File: src/rtl/memorio_pkg.sv
// Shared definitions for the memory-stage responder: width encodings, FSM states and
// the IO address-region pattern used by the controller.
package memorio_pkg;

  // Access width encodings; 2'b10 is reserved and rejected as a request error.
  localparam logic [1:0] W_BYTE = 2'b00;
  localparam logic [1:0] W_HALF = 2'b01;
  localparam logic [1:0] W_RSVD = 2'b10;
  localparam logic [1:0] W_WORD = 2'b11;

  // Upper 22 address bits the controller decodes as the IO region.
  localparam logic [21:0] IO_REGION_HIGH = 22'h3FFFFF;

  typedef enum logic [2:0] {
    StIdle,
    StRamIssue,
    StRamWait,
    StIoAccess,
    StDone
  } state_e;

  // Half accesses need an even address, word accesses a 4-byte aligned one.
  function automatic logic f_misaligned(input logic [1:0] width, input logic [1:0] addr_lo);
    return ((width == W_HALF) && addr_lo[0]) || ((width == W_WORD) && (addr_lo != 2'b00));
  endfunction

endpackage

File: src/rtl/memorio_lane.sv
// Little-endian lane steering shared by the BRAM and IO paths: byte-enable mask,
// lane-replicated store data and aligned, sign/zero-extended load data.
module memorio_lane
  import memorio_pkg::*;
(
  input  logic [1:0]  i_width,
  input  logic [1:0]  i_addr_lo,
  input  logic        i_sign,
  input  logic [31:0] i_wdata,
  input  logic [31:0] i_rdata,
  output logic [3:0]  o_mask,
  output logic [31:0] o_wdata,
  output logic [31:0] o_rdata
);

  logic [7:0]  w_byte;
  logic [15:0] w_half;

  // Select the addressed byte and half-word out of the raw read word.
  always_comb begin
    w_byte = i_rdata[7:0];
    case (i_addr_lo)
      2'd0:    w_byte = i_rdata[7:0];
      2'd1:    w_byte = i_rdata[15:8];
      2'd2:    w_byte = i_rdata[23:16];
      default: w_byte = i_rdata[31:24];
    endcase
    w_half = i_addr_lo[1] ? i_rdata[31:16] : i_rdata[15:0];
  end

  // Decode width into mask, replicated store data and extended load data.
  always_comb begin
    o_mask  = 4'b0000;
    o_wdata = i_wdata;
    o_rdata = i_rdata;
    case (i_width)
      W_BYTE: begin
        o_mask  = 4'b0001 << i_addr_lo;
        o_wdata = {4{i_wdata[7:0]}};
        o_rdata = {{24{i_sign & w_byte[7]}}, w_byte};
      end
      W_HALF: begin
        o_mask  = i_addr_lo[1] ? 4'b1100 : 4'b0011;
        o_wdata = {2{i_wdata[15:0]}};
        o_rdata = {{16{i_sign & w_half[15]}}, w_half};
      end
      W_WORD: begin
        o_mask  = 4'b1111;
        o_wdata = i_wdata;
        o_rdata = i_rdata;
      end
      default: begin
        o_mask  = 4'b0000;
        o_wdata = i_wdata;
        o_rdata = i_rdata;
      end
    endcase
  end

endmodule

File: src/rtl/memorio_access.sv
// Data-side responder for the controller's memory stage. Accepts one load/store per start
// pulse, drives the data BRAM or the IO bus and returns aligned load data with a done pulse.
// Optional IO abort on a stuck io_ready is enabled by defining MEMIO_TIMEOUT_EN.
module memorio_access
  import memorio_pkg::*;
#(
  parameter int unsigned RAM_AW     = 14,
  parameter int unsigned IO_TIMEOUT = 255
) (
  input  logic              i_clock,
  input  logic              i_reset,
  input  logic              i_start,
  input  logic              i_mem_read,
  input  logic              i_mem_write,
  input  logic              i_io_read,
  input  logic              i_io_write,
  input  logic [1:0]        i_width,
  input  logic              i_sign,
  input  logic [31:0]       i_addr,
  input  logic [31:0]       i_wdata,
  output logic [31:0]       o_rdata,
  output logic              o_done,
  output logic              o_busy,
  output logic              o_addr_err,
  output logic              o_io_timeout,
  output logic              o_ram_en,
  output logic [3:0]        o_ram_we,
  output logic [RAM_AW-1:0] o_ram_addr,
  output logic [31:0]       o_ram_wdata,
  input  logic [31:0]       i_ram_rdata,
  output logic [9:0]        o_io_addr,
  output logic              o_io_rd,
  output logic              o_io_wr,
  output logic [3:0]        o_io_be,
  output logic [31:0]       o_io_wdata,
  input  logic [31:0]       i_io_rdata,
  input  logic              i_io_ready
);

  state_e      r_state;
  state_e      w_state_next;
  logic        r_load;
  logic        r_store;
  logic [1:0]  r_width;
  logic        r_sign;
  logic [31:0] r_addr;
  logic [31:0] r_wdata;
  logic [31:0] r_rdata;
  logic        r_err;

  logic [3:0]  w_strobes;
  logic        w_req;
  logic        w_bad;
  logic        w_to_ram;
  logic [31:0] w_raw;
  logic [3:0]  w_mask;
  logic [31:0] w_lane_wdata;
  logic [31:0] w_lane_rdata;
  logic        w_limit;
  logic        w_unused;

  assign w_strobes = {i_mem_read, i_mem_write, i_io_read, i_io_write};
  // A start with no strobe at all is not a request.
  assign w_req     = (r_state == StIdle) && i_start && (w_strobes != 4'b0000);
  assign w_bad     = ($countones(w_strobes) > 1) || (i_width == W_RSVD) ||
                     f_misaligned(i_width, i_addr[1:0]);
  assign w_to_ram  = i_mem_read | i_mem_write;
  assign w_raw     = (r_state == StIoAccess) ? i_io_rdata : i_ram_rdata;

  // Address bits above the BRAM/IO windows and the timeout limit may go unused.
  assign w_unused  = ^{r_addr, IO_TIMEOUT};

  memorio_lane u_lane (
    .i_width   (r_width),
    .i_addr_lo (r_addr[1:0]),
    .i_sign    (r_sign),
    .i_wdata   (r_wdata),
    .i_rdata   (w_raw),
    .o_mask    (w_mask),
    .o_wdata   (w_lane_wdata),
    .o_rdata   (w_lane_rdata)
  );

`ifdef MEMIO_TIMEOUT_EN
  localparam int unsigned CntW = $clog2(IO_TIMEOUT + 1);

  logic [CntW-1:0] r_cnt;
  logic            r_tmo;

  // Limit hit on the last allowed cycle without io_ready; io_ready in that cycle wins.
  assign w_limit = (r_state == StIoAccess) && !i_io_ready &&
                   (r_cnt == CntW'(IO_TIMEOUT - 1));

  // Wait counter: cleared outside IO_ACCESS, counts cycles without io_ready inside it.
  always_ff @(posedge i_clock) begin
    if (i_reset || (r_state != StIoAccess)) begin
      r_cnt <= '0;
    end else if (!i_io_ready) begin
      r_cnt <= r_cnt + 1'b1;
    end
  end

  // Abort flag, set on timeout and cleared by each accepted request.
  always_ff @(posedge i_clock) begin
    if (i_reset) begin
      r_tmo <= 1'b0;
    end else if (w_req) begin
      r_tmo <= 1'b0;
    end else if (w_limit) begin
      r_tmo <= 1'b1;
    end
  end

  assign o_io_timeout = (r_state == StDone) && r_tmo;
`else
  assign w_limit      = 1'b0;
  assign o_io_timeout = 1'b0;
`endif

  // State register plus request latch and load-result capture.
  always_ff @(posedge i_clock) begin
    if (i_reset) begin
      r_state <= StIdle;
      r_load  <= 1'b0;
      r_store <= 1'b0;
      r_width <= 2'b00;
      r_sign  <= 1'b0;
      r_addr  <= '0;
      r_wdata <= '0;
      r_rdata <= '0;
      r_err   <= 1'b0;
    end else begin
      r_state <= w_state_next;
      if (w_req) begin
        r_load  <= i_mem_read | i_io_read;
        r_store <= i_mem_write | i_io_write;
        r_width <= i_width;
        r_sign  <= i_sign;
        r_addr  <= i_addr;
        r_wdata <= i_wdata;
        r_err   <= w_bad;
      end
      if (r_state == StRamWait) begin
        r_rdata <= w_lane_rdata;
      end else if ((r_state == StIoAccess) && i_io_ready && r_load) begin
        r_rdata <= w_lane_rdata;
      end else if (w_limit) begin
        r_rdata <= '0;
      end
    end
  end

  // Next-state decode.
  always_comb begin
    w_state_next = r_state;
    case (r_state)
      StIdle: begin
        if (w_req) begin
          if (w_bad) begin
            w_state_next = StDone;
          end else if (w_to_ram) begin
            w_state_next = StRamIssue;
          end else begin
            w_state_next = StIoAccess;
          end
        end
      end
      StRamIssue: w_state_next = r_load ? StRamWait : StDone;
      StRamWait:  w_state_next = StDone;
      StIoAccess: begin
        if (i_io_ready || w_limit) begin
          w_state_next = StDone;
        end
      end
      StDone:     w_state_next = StIdle;
      default:    w_state_next = StIdle;
    endcase
  end

  // Bus strobes and status outputs decoded from the current state.
  always_comb begin
    o_done      = (r_state == StDone);
    o_busy      = (r_state != StIdle);
    o_addr_err  = (r_state == StDone) && r_err;
    o_ram_en    = (r_state == StRamIssue);
    o_ram_we    = ((r_state == StRamIssue) && r_store) ? w_mask : 4'b0000;
    o_io_rd     = (r_state == StIoAccess) && r_load;
    o_io_wr     = (r_state == StIoAccess) && r_store;
    o_io_be     = (r_state == StIoAccess) ? w_mask : 4'b0000;
    o_rdata     = r_rdata;
    o_ram_addr  = r_addr[RAM_AW+1:2];
    o_ram_wdata = w_lane_wdata;
    o_io_addr   = r_addr[9:0];
    o_io_wdata  = w_lane_wdata;
  end

endmodule

File: config.mk
export PLATFORM = sky130hd
export DESIGN_NAME = memorio_access
export DESIGN_NICKNAME = d
export VERILOG_FILES = /design/src/rtl/memorio_pkg.sv /design/src/rtl/memorio_lane.sv /design/src/rtl/memorio_access.sv
export SDC_FILE = /design/constraint.sdc
export NUM_CORES = 1
export LEC_CHECK = 0
export ABC_AREA = 1
export BUFFER_PORTS_ARGS = -buffer_cell sky130_fd_sc_hd__buf_2
export CORE_MARGIN = 5
export CORE_UTILIZATION = 44
export CTS_CLUSTER_DIAMETER = 120
export DETAILED_ROUTE_END_ITERATION = 8
export GPL_ROUTABILITY_DRIVEN = 1
export GPL_TIMING_DRIVEN = 0
export HOLD_SLACK_MARGIN = 0.1
export PLACE_DENSITY_LB_ADDON = 0.12
export SLEW_MARGIN = 20
export SYNTH_ARGS = -nofsm -noshare
export SYNTH_HDL_FRONTEND = slang
export SYNTH_SLANG_ARGS = --single-unit
File: constraint.sdc
create_clock -name i_clock -period 1.7 [get_ports i_clock]
set_input_delay 0.255 -clock i_clock [delete_from_list [all_inputs] [get_ports i_clock]]
set_output_delay 0.255 -clock i_clock [all_outputs]
set_load 0.01 [all_outputs]
==> flow_summary.toml <==
[yosys]
yosysUniqueCellTypes = 36
synthSimpleGateAreaFrac_pct = 28.09
synth_area_leaders = "dfxtp_1 32%, o21ai_0 13%, nand2_1 12%"
synth_fa_ha_area_share_pct = 0.5932
synth_top_family_by_area = "simple AND/OR/NAND/NOR gates"
synth_mux_area_share_pct = 0
synthXorXnorAreaFrac_pct = 0
synth_warnings = 0
syn_nets = 994
synth.avg_cell_area_sq_um = 6.429
synth_area_sq_mm = 0.005484
syn_inst = 853
synth-compound-area-share_pct = 18.05
ys_seq_elements = 89
synth_top_area_share_pct = 32.49
seq_area_frac_synth_pct = 32.49
synth_top_area_cell = "dfxtp_1"

[floorplanning]
design.core.area_sq_mm = 0.01211
start_util_pct = 45.28
num_rows = 40
fp.dieH_um = 121.6
die_area_sq_mm = 0.01480
die_x_um = 121.6
num_io_pins = 274

[global_routing]
grt.total_usage_pct = 26.12
grt_pass1_wl_mm = 30.35
grt_pass1_vias = 6089
grt_max_degree = 17
grt_overflow = 0
antenna_found_initial = 3

[worst_setup_path]
path_delay_family = "buffers and inverters"
cp_max_fo = 5
path_cells = "inv_4 > nor2_4 > clkinv_4 > o211ai_1 > buf_4 > buf_6"
startpoint_type = "flip-flop"
cp_num_buf_inv = 4
arrival_ns = 1.63
max_stage_delay_ns = 0.39
crit_type = "reg -> out"
crit_path_top_delay_cell = "dfxtp_4"
crit_path_end_kind = "output pin"
cp.required_ns = 1.44

[clock_network]
cts_tree = "yes"
clk_latency_ns = 0.36
cts_hold_buffers = 0
cts-buffers-inserted = 9
htree_levels = 3
cts_buffer_depth = 2
root_buffer = "clkbuf_16"
cts.sinks = 89
clk_pin_slew_ns = 0.07

[final_layout]
layout_common_cells = "231 x buf_2, 130 x nand2_1, 120 x inv_1, 96 x o21ai_0, 93 x nor2_1"
synthToLayoutAreaGrowth_pct = 56.83
stdcell_count = 1331
final_util_pct = 71.01
final_common_cell = "buf_2"
drive_above_1_share_pct = 45.44
fill_cells = 1108
nNetsFinal = 1298

[power_and_ir_drop]
vdd_ir_drop_max_mv = 0.8384
power.leakage_uw = 0.004758
power_density_mw_per_mm2 = 805.5

[detailed_routing]
viasPerCell = 4.956
drt-initial-drc-count = 324
wl_per_cell_um = 15.87
drtPass1Iterations = 5
ant_nets = 0
vias = 6597
drc = 0
finalWirelength_mm = 21.12

[sta]
post-route-period-util_pct = 110.9
tightest_slew_ns = 0.5066
hold_viol = 0
max_clock_freq_mhz = 530.3
rsz0062_at_grt = "true"
finalCriticalPeriod_ns = 1.886
finClkSkew_ns = 0.008196
slew_violations = 0
finalSetupViolCount = 62
worst_slack_ns = -0.1858
slew_headroom_pct = 66.23

[placement]
place.port_buffers = 256
dp_hpwl_mm = 14.83
gp_congestion = 0.8667
place_inst = 1277

[outcome]
status = "finished, violations left"
violations = "negative setup slack"

[job]
cap_violations = 0

[worst_hold_path]
hp-class = "in -> reg"
==> path summary, 6_finish.rpt <==
path,start,endpoint,slack [ns],cells after the start
setup reg to reg,r_state[0]$_SDFFE_PP0P_,o_rdata[28]$_SDFFE_PP0P_,-0.09,13
hold reg to reg,r_wdata[19]$_SDFFE_PP0P_,r_wdata[19]$_SDFFE_PP0P_,0.48,2
hold / removal,i_reset,r_state[0]$_SDFFE_PP0P_,0.11,2
setup / recovery,r_width[0]$_SDFFE_PP0P_,o_ram_wdata[30],-0.19,6
==> Yosys cell counts (all sizes together) <==
| master | n |
|---|---|
| a21boi | 1 |
| a21oi | 22 |
| a31oi | 3 |
| and2 | 2 |
| buf | 66 |
| clkbuf | 27 |
| clkinv | 6 |
| conb | 1 |
| dfxtp | 89 |
| fa | 1 |
| ha | 1 |
| inv | 131 |
| nand2 | 176 |
| nand3 | 46 |
| nand3b | 1 |
| nand4 | 2 |
| nor2 | 102 |
| nor3 | 4 |
| o211ai | 8 |
| o21ai | 157 |
| or2 | 7 |
==> sequential cells by signal, summed over array words and instances, names as in the netlist <==
register / flops
o_rdata: 32
r_addr: 16
r_err: 1
r_load: 1
r_sign: 1
r_state: 3
r_store: 1
r_wdata: 32
r_width: 2
==> worst reg2reg max path, cell delays in order, from the launching register on <==
cell and delay [ns]:
dfxtp_4 0.40, nand2_4 0.07, nor2_4 0.18, buf_8 0.14, nand2_4 0.05, nand3_2 0.08
nand2_2 0.08, inv_2 0.07, nand2_4 0.05, nand3_4 0.19, clkbuf_16 0.20, nand3_2 0.05
nand2_1 0.07, inv_1 0.05
==> where the power goes <==
group / switching (uW) / internal [uW]
sequential: 165 / 2260
combinational: 1360 / 1210
clock: 934 / 1000
total: 2460 / 4470
==> what timing repair did <==
action / in CTS / in global routing
setup endpoints to repair: 119 / 131
setup buffers: 21 / 25
gates resized for setup: 155 / 162
gates cloned: 1 / 4
pin swaps: 14 / 38
==> area by class of cell <==
cell class / count / area (sq um) / share of cell area (%)
antenna: 1 / 2.502 / 0.02910
buffer: 79 / 668.1 / 7.768
clock buffer: 9 / 225.2 / 2.619
clock inverter: 7 / 55.05 / 0.6401
inverter: 137 / 531.8 / 6.183
multi-input combinational: 534 / 3132 / 36.41
sequential: 89 / 1805 / 20.99
tap: 168 / 210.2 / 2.444
timing repair buffer: 306 / 1964 / 22.84
timing repair inverter: 1 / 6.256 / 0.07274
==> per-stage QoR <==
step | TNS (ns) | hold slack, ns | instance area [sq um] | power (uW) | setup slack, ns
2_1_floorplan | 0 | 0.3241 | 5484 | 3563 | 0.03502
3_3_place_gp | -16.36 | 0.4583 | 6975 | 4289 | -0.4356
3_5_place_dp | -17.94 | 0.4710 | 6975 | 4301 | -0.3990
4_1_cts | -2.185 | 0.1029 | 7809 | 6570 | -0.2073
5_1_grt | -9.118 | 0.1238 | 8598 | 7270 | -0.2591
6_report | -4.306 | 0.1123 | 8601 | 6928 | -0.1858
==> cells by family after synthesis <==
kind of cell             count (synthesis)
AND/OR/NAND/NOR                        340
buffers and inverters                  230
AO/OA/AOI/OAI                          191
flip-flops                              89
adder cells (fa/ha/maj)                  2
other                                    1
==> routing by layer <==
layer  up-vias  wire [um]  track usage, %
li1       3218          -               -
met1      3016       7855           29.34
met2       299      10700           45.80
met3        58       1899           9.006
met4         6        621           9.384
met5         -         41               0
No activity file was read; power rests on OpenSTA's default activity.
